$ cat src/rtl/turn_executor_if.sv
// Signal bundle between the semi-auto command FSM and the turn executor.
// The command FSM is the master; the turn executor is the slave.
interface turn_executor_if;
  logic enable;
  logic trigger_turn_left;
  logic trigger_turn_right;
  logic trigger_turn_back;
  logic move_forward;
  logic is_turning;
  logic out_forward;
  logic out_turn_left;
  logic out_turn_right;
  logic turn_done;

  modport master (
    output enable, trigger_turn_left, trigger_turn_right, trigger_turn_back, move_forward,
    input  is_turning, out_forward, out_turn_left, out_turn_right, turn_done
  );

  modport slave (
    input  enable, trigger_turn_left, trigger_turn_right, trigger_turn_back, move_forward,
    output is_turning, out_forward, out_turn_left, out_turn_right, turn_done
  );
endinterface

$ cat src/rtl/turn_executor.sv
// Executes left/right/back turn requests as timed in-place rotations framed by
// stationary settle pauses, and reports busy/done status upstream.
module turn_executor #(
  parameter int unsigned TURN90_TICKS = 450,
  parameter int unsigned SETTLE_TICKS = 25,
  parameter int unsigned CNT_W        = 16
) (
  input  logic           clk,
  input  logic           rst_n,
  turn_executor_if.slave bus
);

  typedef enum logic [1:0] {
    ST_IDLE = 2'd0,
    ST_PRE  = 2'd1,
    ST_ROT  = 2'd2,
    ST_POST = 2'd3
  } state_t;

  typedef enum logic [1:0] {
    DIR_LEFT  = 2'd0,
    DIR_RIGHT = 2'd1,
    DIR_BACK  = 2'd2
  } dir_t;

  localparam logic [CNT_W-1:0] SETTLE_LAST = CNT_W'(SETTLE_TICKS - 1);
  localparam logic [CNT_W-1:0] ROT90_LAST  = CNT_W'(TURN90_TICKS - 1);
  localparam logic [CNT_W-1:0] ROT180_LAST = CNT_W'(2 * TURN90_TICKS - 1);
  localparam logic [CNT_W-1:0] CNT_ONE     = CNT_W'(1);

  state_t           state_q, state_d;
  dir_t             dir_q, dir_d;
  logic [CNT_W-1:0] cnt_q, cnt_d;
  logic             trig_prev_q;
  logic             armed_q;
  logic             is_turning_q, is_turning_d;
  logic             out_forward_q, out_forward_d;
  logic             out_turn_left_q, out_turn_left_d;
  logic             out_turn_right_q, out_turn_right_d;
  logic             turn_done_q, turn_done_d;

  logic             trig_any_s;
  logic             start_s;
  logic [CNT_W-1:0] rot_last_s;

  // armed_q masks the first cycle after reset so a trigger already held at
  // release is absorbed into the history instead of starting a turn.
  assign trig_any_s = bus.trigger_turn_left | bus.trigger_turn_right | bus.trigger_turn_back;
  assign start_s    = trig_any_s & ~trig_prev_q & armed_q;
  assign rot_last_s = (dir_q == DIR_BACK) ? ROT180_LAST : ROT90_LAST;

  always_comb begin
    state_d = state_q;
    dir_d   = dir_q;
    cnt_d   = cnt_q;
    if (!bus.enable) begin
      state_d = ST_IDLE;
      cnt_d   = '0;
    end else begin
      case (state_q)
        ST_IDLE: begin
          if (start_s) begin
            state_d = ST_PRE;
            cnt_d   = '0;
            if (bus.trigger_turn_back) begin
              dir_d = DIR_BACK;
            end else if (bus.trigger_turn_left) begin
              dir_d = DIR_LEFT;
            end else begin
              dir_d = DIR_RIGHT;
            end
          end else begin
            cnt_d = '0;
          end
        end
        ST_PRE: begin
          if (cnt_q == SETTLE_LAST) begin
            state_d = ST_ROT;
            cnt_d   = '0;
          end else begin
            cnt_d = cnt_q + CNT_ONE;
          end
        end
        ST_ROT: begin
          if (cnt_q == rot_last_s) begin
            state_d = ST_POST;
            cnt_d   = '0;
          end else begin
            cnt_d = cnt_q + CNT_ONE;
          end
        end
        ST_POST: begin
          if (cnt_q == SETTLE_LAST) begin
            state_d = ST_IDLE;
            cnt_d   = '0;
          end else begin
            cnt_d = cnt_q + CNT_ONE;
          end
        end
        default: begin
          state_d = ST_IDLE;
          cnt_d   = '0;
        end
      endcase
    end

    // Outputs are decoded from the next state so they align with the registered state.
    is_turning_d     = bus.enable & (state_d != ST_IDLE);
    out_forward_d    = bus.enable & (state_d == ST_IDLE) & bus.move_forward;
    out_turn_left_d  = bus.enable & (state_d == ST_ROT) & (dir_d != DIR_RIGHT);
    out_turn_right_d = bus.enable & (state_d == ST_ROT) & (dir_d == DIR_RIGHT);
    turn_done_d      = bus.enable & (state_q == ST_POST) & (state_d == ST_IDLE);
  end

  always_ff @(posedge clk or negedge rst_n) begin
    if (!rst_n) begin
      state_q          <= ST_IDLE;
      dir_q            <= DIR_LEFT;
      cnt_q            <= '0;
      trig_prev_q      <= 1'b0;
      armed_q          <= 1'b0;
      is_turning_q     <= 1'b0;
      out_forward_q    <= 1'b0;
      out_turn_left_q  <= 1'b0;
      out_turn_right_q <= 1'b0;
      turn_done_q      <= 1'b0;
    end else begin
      state_q          <= state_d;
      dir_q            <= dir_d;
      cnt_q            <= cnt_d;
      trig_prev_q      <= trig_any_s;
      armed_q          <= 1'b1;
      is_turning_q     <= is_turning_d;
      out_forward_q    <= out_forward_d;
      out_turn_left_q  <= out_turn_left_d;
      out_turn_right_q <= out_turn_right_d;
      turn_done_q      <= turn_done_d;
    end
  end

  assign bus.is_turning     = is_turning_q;
  assign bus.out_forward    = out_forward_q;
  assign bus.out_turn_left  = out_turn_left_q;
  assign bus.out_turn_right = out_turn_right_q;
  assign bus.turn_done      = turn_done_q;

endmodule

$ cat src/flat_wrapper.sv
// flat-port wrapper written by rule: the top's interface ports become plain ports
module turn_executor_flat 
#(
  parameter int unsigned TURN90_TICKS = 450,
  parameter int unsigned SETTLE_TICKS = 25,
  parameter int unsigned CNT_W        = 16
)
  (clk, rst_n, bus_enable, bus_trigger_turn_left, bus_trigger_turn_right, bus_trigger_turn_back, bus_move_forward, bus_is_turning, bus_out_forward, bus_out_turn_left, bus_out_turn_right, bus_turn_done);
  turn_executor_if bus_i ();
  input  logic clk;
  input  logic rst_n;
  input wire logic [$bits(bus_i.enable)-1:0] bus_enable;
  input wire logic [$bits(bus_i.trigger_turn_left)-1:0] bus_trigger_turn_left;
  input wire logic [$bits(bus_i.trigger_turn_right)-1:0] bus_trigger_turn_right;
  input wire logic [$bits(bus_i.trigger_turn_back)-1:0] bus_trigger_turn_back;
  input wire logic [$bits(bus_i.move_forward)-1:0] bus_move_forward;
  output wire logic [$bits(bus_i.is_turning)-1:0] bus_is_turning;
  output wire logic [$bits(bus_i.out_forward)-1:0] bus_out_forward;
  output wire logic [$bits(bus_i.out_turn_left)-1:0] bus_out_turn_left;
  output wire logic [$bits(bus_i.out_turn_right)-1:0] bus_out_turn_right;
  output wire logic [$bits(bus_i.turn_done)-1:0] bus_turn_done;
  assign bus_i.enable = bus_enable;
  assign bus_i.trigger_turn_left = bus_trigger_turn_left;
  assign bus_i.trigger_turn_right = bus_trigger_turn_right;
  assign bus_i.trigger_turn_back = bus_trigger_turn_back;
  assign bus_i.move_forward = bus_move_forward;
  assign bus_is_turning = bus_i.is_turning;
  assign bus_out_forward = bus_i.out_forward;
  assign bus_out_turn_left = bus_i.out_turn_left;
  assign bus_out_turn_right = bus_i.out_turn_right;
  assign bus_turn_done = bus_i.turn_done;
  turn_executor #(.TURN90_TICKS(TURN90_TICKS), .SETTLE_TICKS(SETTLE_TICKS), .CNT_W(CNT_W)) u_core (.clk(clk), .rst_n(rst_n), .bus(bus_i));
endmodule
$ cat config.mk
export PLATFORM = sky130hd
export DESIGN_NAME = turn_executor_flat
export DESIGN_NICKNAME = d
export VERILOG_FILES = /design/src/rtl/turn_executor_if.sv /design/src/rtl/turn_executor.sv /design/src/flat_wrapper.sv
export SDC_FILE = /design/constraint.sdc
export NUM_CORES = 1
export LEC_CHECK = 0
export CORE_UTILIZATION = 35
export CTS_CLUSTER_SIZE = 14
export DETAILED_ROUTE_END_ITERATION = 16
export DONT_BUFFER_PORTS = 1
export PLACE_DENSITY = 0.5
export REMOVE_ABC_BUFFERS = 1
export SLEW_MARGIN = 20
export SYNTH_ARGS = -nofsm -noshare
export SYNTH_HDL_FRONTEND = slang
export SYNTH_SLANG_ARGS = --single-unit
$ cat constraint.sdc
create_clock -name clk -period 4.6 [get_ports clk]
set_input_delay 0.69 -clock clk [delete_from_list [all_inputs] [get_ports clk]]
set_output_delay 0.69 -clock clk [all_outputs]
set_load 0.05 [all_outputs]
# [After elaboration in Yosys (flattened, before gate mapping)]
# Cells that the tools add are included.
[totals] ff_bits=27 input_bits=7 output_inout_bits=5 wordCells=53
[op_classes] addsub=1 eq_ne=9 n_mux=16 n_bitwise=13 n_reduce_logical=4
[op_table] op="$mux W16" count=3
[op_table] op="$pmux W16 S3" count=1
[op_table] op="$mux W2" count=9
[op_table] op="$add A16 B1 Y16 const B" count=1
[op_table] op="$eq A16 B16 Y1" count=1
[op_table] op="$eq A16 B5 Y1 const B" count=1
[op_table] op="$and A1 B1 Y1" count=10
[op_table] op="$mux W10" count=1
[op_table] op="$eq A2 B2 Y1 const B" count=4
[op_table] op="$pmux W2 S4" count=1
[op_table] op="$eq A2 B1 Y1 const B" count=2
[op_table] op="$logic_not A2 Y1" count=2
[op_table] op="$ne A2 B1 Y1 const B" count=1
[op_table] op="$or A1 B1 Y1" count=2
[op_table] op="$reduce_bool A2 Y1" count=1
[op_table] op="$reduce_or A2 Y1" count=1
[op_table] op="$mux W1" count=1
[op_table] op="$not A1 Y1" count=1

# [Depth between registers and ports, before layout]
[depth] word_depth=10 mapped_depth=7 depth_no_buf=6

# [Least setup slack after synthesis]
# OpenSTA, ideal clock, no wires.
[synth_timing] kind="input port to flip-flop" start="in bus_enable" end="reg u_core.out_turn_right_q, in the netlist u_core.bus.out_turn_right" setup_time_ps=73 arrival_time_ps=1763 required_time_ps=4527 slack_ps=2764 path_stages=4 path_cell_list="or3b_1 > or4b_4 > o21ai_2 > a21boi_2"
[synth_via] elab_chain_len=4
[synth_rtl] item="start, declared" line="flat_wrapper.sv:12" text="input wire logic [$bits(bus_i.enable)-1:0] bus_enable;"
[synth_rtl] item="$mux W2" line="turn_executor.sv:56" text="if (!bus.enable) begin"
[synth_rtl] item="$eq A2 B2 Y1" line="turn_executor.sv:111" text="out_turn_right_d = bus.enable & (state_d == ST_ROT) & (dir_d == DIR_RIGHT);"
[synth_rtl] item="$and A1 B1 Y1" line="turn_executor.sv:111"
[synth_rtl] item="$and A1 B1 Y1 *" line="turn_executor.sv:111"
[synth_rtl] item="net u_core.out_turn_right_d" line="turn_executor.sv:39" text="logic out_turn_right_q, out_turn_right_d;"
[synth_rtl] item="end signal, assigned" line="turn_executor.sv:136" text="out_turn_right_q <= out_turn_right_d;"
[synth_rtl] item="end, declared" line="turn_executor.sv:39"
# The timed path passes the listed nets; every way through them passes the cells marked *.

# [Worst setup path after layout]
[layout_timing] start="reg u_core.cnt_q[12]" end="reg u_core.cnt_q[14]"
[layout_via] elab_chain_len=4
[layout_rtl] item="start, declared" line="turn_executor.sv:33" text="logic [CNT_W-1:0] cnt_q, cnt_d;"
[layout_rtl] item="start signal, assigned" line="turn_executor.sv:130" text="cnt_q <= cnt_d;"
[layout_rtl] item="$add A16 B1 Y16, or another cell as far along" line="turn_executor.sv:81, turn_executor.sv:89, turn_executor.sv:97"
[layout_rtl] item="$mux W16 (on tied branches)" line="turn_executor.sv:77, turn_executor.sv:93, turn_executor.sv:85"
[layout_rtl] item="$pmux W16 S3 *" line="turn_executor.sv:60" text="case (state_q)"
[layout_rtl] item="$mux W16 *" line="turn_executor.sv:56"
[layout_rtl] item="net u_core.cnt_d[14]" line="turn_executor.sv:33"
# Marked as above.

==> results.cfg <==
[logic_synthesis]
synth-seq-area-share_pct = 48.4
yosysWarningCount = 0
synth_cells = 140
avgSynthCellArea_sq_um = 9.96
ys_types = 41
synth_area_leaders = dfrtp_1 48%, a21oi_1 5.7%, xor2_1 4.4%, nand4_1 3.1%, xnor2_1 3.1%
ys_ff_latch = 27
synthArstFlopShare_pct = 100
synthesis.area_sq_um = 1400
synth_ff_type = dfrtp_1
yosys.cell_count.top_type = dfrtp_1
synth_top_area_share_pct = 48.4
synthTopCellsByCount = 27 x dfrtp_1, 16 x a21oi_1, 10 x nand2_1, 8 x nand3_1
synth_area_leader_cell = dfrtp_1
synth-edff-count = 0

[setup_path]
cp.required_ps = 4720
path_max_fanout = 18
reg2reg_to = u_core.cnt_q[14]
cp_cell_sequence = nor4_1 -> nand4_1 -> o21ai_2 -> a22oi_1
crit_slowest_cell = o21ai_2
r2r_slack_ps = 2460
rr_worst_depth = 4
cpPeakStageDelay_ps = 660
cp_top_family = compound AO/OA/AOI/OAI gates
cp_num_buf_inv = 0
reg2reg_from = u_core.cnt_q[12]
end_kind = flop
criticalPathCategory = reg -> reg
cp-start-kind = flop
arrival_ps = 2260

[global_routing]
antenna_found_initial = 0
grt_pass1_wl_microns = 4840
grt_pass1_vias = 1017
grt_usage_pct = 15.2
grt_start_max_net_pins = 28
overflow = 0

[cts]
cts_root_buffer = clkbuf_8
hold_buffers = 0
clk_path_buf_depth = 2
cts_setup_buffers = 0
cts_max_level = 1
insertion_delay_ps = 270
cts_resized = 0
cts_buffers = 3
cts.sinks = 27
clkSlewWorstSetupHoldPaths_ps = 90
cts_tree = yes

[route]
vias = 1021
wire_per_inst_microns = 14.7
drt-initial-drc-count = 91
drtAntennaViolNets = 0
remaining_drc_errors = 0
routed_via_density = 5.46
first_pass_iters = 4
drt_wl_total_microns = 2750

[timing]
rsz0062_at_grt = false
min_period_ps = 2140
setup_violations = 0
final_hold_viol_count = 0
worst_hold_slack_ps = 100
slew-limit-headroom_pct = 48.0
max_freq_mhz = 466
tns_ps = 0
slew_viol_final = 0
tightest_slew_ps = 780
finClkSkew_ps = 4.15
timing.final.crit_share_pct = 46.6
fin_ws_ps = 2460

[final_layout]
nFillCells = 392
drive_gt1_share_pct = 7.19
area_growth_pct = 5.65
fin_nets = 149
multi_input_area_sq_um = 674
num_antenna_cells = 0
regArea_sq_um = 676

[floorplan]
start_util_pct = 37.3
rows = 22
core_sq_um = 3740
fp.dieH_microns = 65.1
ios = 12
die_x_microns = 65.1
dieArea_sq_um = 4240

[placed_design]
dp_hpwl_microns = 1950
io_buffers = 0
pre_cts_ws_ps = 2500
gp_congestion = 0.755

[power]
powerDensity_nw_per_um2 = 270
worst_ir_drop_vdd_v = 0.000148
p_leak_nw = 0.568

[run_status]
status = finished, final reports clean

[run]
drv_cap = 0

[hold_path]
hold_class = in -> async
per-stage QoR:
| step | cell area [sq um] | util (%) | cells | total power [mW] |
|---|---|---|---|---|
| finish | 1470 | 39.4 | 187 | 0.399 |
| CTS | 1470 | 39.4 | 187 | 0.405 |
| detailed placement | 1430 | 38.2 | 183 | 0.270 |
| global route | 1470 | 39.4 | 187 | 0.416 |
| global placement | 1430 | 38.2 | 183 | 0.270 |
| floorplan | 1370 | - | 135 | 0.267 |
cells by family after synthesis:
family	count (synthesis)	share of synthesized area, %
other	1	0.269
buffers and inverters	10	3.23
adder cells (fa/ha/maj)	2	1.79
multiplexers	1	0.807
XOR/XNOR	12	7.53
flip-flops	27	48.4
AO/OA/AOI/OAI	29	13.0
AND/OR/NAND/NOR	58	24.9
layout make-up:
type | count | area share (%)
sequential | 27 | 45.8
inverter | 5 | 1.27
clock buffer | 4 | 3.06
multi-input combinational | 103 | 45.8
tap | 48 | 4.07
worst max path at each step:
stage                                start                         to  cells after the start
final                     u_core.cnt_q[12]           u_core.cnt_q[14]                      4
after global routing      u_core.cnt_q[12]           u_core.cnt_q[15]                      4
after CTS                 u_core.cnt_q[12]           u_core.cnt_q[14]                      4
after detailed placement  u_core.cnt_q[12]           u_core.cnt_q[14]                      4
after global placement    u_core.cnt_q[12]           u_core.cnt_q[14]                      4
after floorplan                 bus_enable  u_core.bus.out_turn_right                      4
worst reg2reg max path, delay by kind of cell, from the launching register on:
| family | cells | cell delay (ps) |
|---|---|---|
| AO/OA/AOI/OAI | 2 | 860 |
| flip-flops | 1 | 440 |
| AND/OR/NAND/NOR | 2 | 700 |
sequential cells by signal (all words and copies together) (netlist names):
signal,flops
u_core.cnt_q,16
u_core.dir_q,2
u_core.state_q,2
u_core.armed_q,1
u_core.bus.is_turning,1
u_core.bus.out_forward,1
u_core.bus.out_turn_left,1
u_core.bus.out_turn_right,1
u_core.bus.turn_done,1
u_core.trig_prev_q,1
cell usage in the layout (no fill, tap or decap), types with 2 or more instances in the layout:
cell type | Yosys | routed
xnor2_1 | 5 | 5
nand2_1 | 10 | 10
o21ai_2 | 2 | 2
nor4bb_1 | 2 | 2
and4_1 | 3 | 3
nor3_1 | 5 | 5
xor2_1 | 7 | 7
nand2b_1 | 2 | 2
a22oi_1 | 3 | 3
nor4_1 | 4 | 4
o31ai_1 | 2 | 2
a21oi_1 | 16 | 16
inv_1 | 5 | 5
ha_1 | 2 | 2
nand4_1 | 7 | 7
o21ai_0 | 2 | 2
dfrtp_1 | 27 | 27
clkbuf_8 | 0 | 3
nor2_1 | 5 | 5
nand3_1 | 8 | 8
power breakdown:
| group | switching [mW] | leakage [nW] | internal [mW] |
|---|---|---|---|
| Sequential | 0.00775 | 0.367 | 0.243 |
| Combinational | 0.00678 | 0.178 | 0.00776 |
| Clock | 0.0715 | 0.0228 | 0.0620 |
| Total | 0.0860 | 0.568 | 0.313 |
routing by layer:
metal | vias up | track usage, % | share of wire (%) | wire length (microns)
li1 | 513 | - | - | -
met4 | 0 | 4.62 | 0.84 | 23
met2 | 14 | 23.0 | 47 | 1280
met3 | 2 | 4.34 | 2.8 | 76
met1 | 492 | 20.8 | 50 | 1370
met5 | - | 0 | 0 | 0
(Power assumes the default switching activity.)
==> RTL edit: new RTL, same settings <==
`CNT_W` is set to 16 in 2 places; all go to 32.
--- a/src/rtl/turn_executor.sv
+++ b/src/rtl/turn_executor.sv
@@ -4,5 +4,5 @@
   parameter int unsigned TURN90_TICKS = 450,
   parameter int unsigned SETTLE_TICKS = 25,
-  parameter int unsigned CNT_W        = 16
+  parameter int unsigned CNT_W        = 32
 ) (
   input  logic           clk,
--- a/src/flat_wrapper.sv
+++ b/src/flat_wrapper.sv
@@ -4,5 +4,5 @@
   parameter int unsigned TURN90_TICKS = 450,
   parameter int unsigned SETTLE_TICKS = 25,
-  parameter int unsigned CNT_W        = 16
+  parameter int unsigned CNT_W        = 32
 )
   (clk, rst_n, bus_enable, bus_trigger_turn_left, bus_trigger_turn_right, bus_trigger_turn_back, bus_move_forward, bus_is_turning, bus_out_forward, bus_out_turn_left, bus_out_turn_right, bus_turn_done);
Behaviour: no difference found for any inputs over 10 cycles, from zero or initial values and one cycle with rst_n low; that may be too few to reach the edited logic, so the function may still have changed.
==> RTL edit against the unedited design <==
  * Global-route usage is 0.11 points lower
  * Sequential cell count is 16 higher
  * Worst setup slack better by 41 ps
  * Total power is 79% higher
  * Final area is 59% higher
  * Wire length is 56% higher
  * Worst hold slack worse by 28 ps
  * Non-clock buffer count is 2 higher
  * Synthesized area is 55% higher
  * Critical path type unchanged
==> RTL edit: results (changes against the unedited design) <==
[yosys]
synth_xor_area_frac=0.1259  ; +0.05053
syn_inst=215  ; +54%
synthAdderAreaFrac=0.01160  ; -0.006336
ys_seq_area_frac=0.4988  ; +0.01453
synth_compound_area_frac=0.03712  ; -0.09292
ys_top_cells_by_area=dfrtp_1, xor2_1, nor2_1
synthMuxAreaShare=0.005220  ; -0.002851

[global_route]
grt_pass1_wl_mm=7.362  ; +52%
grt_usage=0.1505  ; -0.001090
grt_use_met1=0.2061  ; -0.002081
grt_max_degree=44  ; +57%
use_met3=0.04091  ; -0.002494
grt_pass1_vias=1528  ; +50%
use_met2=0.2271  ; -0.003350

[pwr]
leakage_nw=0.9379  ; +65%
ir_drop_mv=0.1180  ; -20%
switching_share=0.2086  ; -0.007128

[timing]
fin_skew_ps=9.467  ; +5.315 ps
relSlewSlack=0.5028  ; +0.02286

[route]
drt-met1-wl_mm=2.230  ; +63%
via_per_inst=5.143  ; -5.8%
wirelength_mm=4.294  ; +56%
dr_wl_met2_mm=1.913  ; +50%
wl_met3_um=88  ; +16%

[place]
gp_congestion=0.7713  ; +2.2%

[critical_path]
slowest_delay_ps=470  ; -190 ps
rrSetupSlack_ps=2500  ; +40 ps
ff2ff_path_depth=5  ; +1
path_delay_family=simple AND/OR/NAND/NOR gates
timing.rr.start=u_core.cnt_q[27]
rr_endpoint=u_core.cnt_q[2]
crit_arrival_ps=2280  ; +20 ps

[finish]
drive_above_1_share=0.07798  ; +0.006039
largest_reg_flops=32  ; +16
final_nets=226  ; +52%
reg.largest.list=u_core.cnt_q: 32 flops, u_core.dir_q: 2 flops, u_core.state_q: 2 flops
fin_cells=293  ; +57%

[run_status]
outcome=finished, final reports clean

[clock_tree]
numCtsBuffers=5  ; +2

RTL edit: changes by cell type after synthesis, sizes merged, moves of 5 or more:
cell / change
nor2: +35
dfrtp: +16
xor2: +16
a21oi: -15
nand4: +11
and3: +5
nor4: +5
RTL edit: final cells by class:
type,count,area (um^2),area share
repair buffers,2,15.01,0.006417
clock buffers,6,82.58,0.03529
well taps,75,93.84,0.04011
multi-input cells,160,1018,0.4353
inverters,5,18.77,0.008021
clock inverters,2,35.03,0.01497
flip-flops and latches,43,1076,0.4599
RTL edit: power groups by stage:
stage	combinational (mW)	clock, mW	sequential [mW]
final	0.0139	0.311	0.390
after floorplan	0.0114	0	0.397
after detailed placement	0.0141	0	0.398
after global routing	0.0159	0.333	0.392
after global placement	0.0139	0	0.398
after CTS	0.0141	0.317	0.390
RTL edit: per-stage QoR:
step / area (um^2) / setup slack [ps] / util / hold WS, ps
after floorplan: 2113 / 2416 / - / 394.4
after global placement: 2222 / 2525 / 0.3753 / 396.3
after detailed placement: 2222 / 2476 / 0.3753 / 396.4
after CTS: 2340 / 2459 / 0.3952 / 67.13
after global routing: 2340 / 2299 / 0.3952 / 57.15
final: 2340 / 2496 / 0.3952 / 72.51
RTL edit: worst max path at each step:
stage | endpoint | cells past startpoint | from
after global routing | u_core.cnt_q[22] | 6 | u_core.cnt_q[0]
after floorplan | u_core.cnt_q[21] | 5 | u_core.cnt_q[20]
after detailed placement | u_core.cnt_q[31] | 5 | u_core.cnt_q[27]
after global placement | u_core.cnt_q[30] | 6 | u_core.cnt_q[0]
final | u_core.cnt_q[2] | 5 | u_core.cnt_q[27]
after CTS | u_core.cnt_q[2] | 5 | u_core.cnt_q[27]
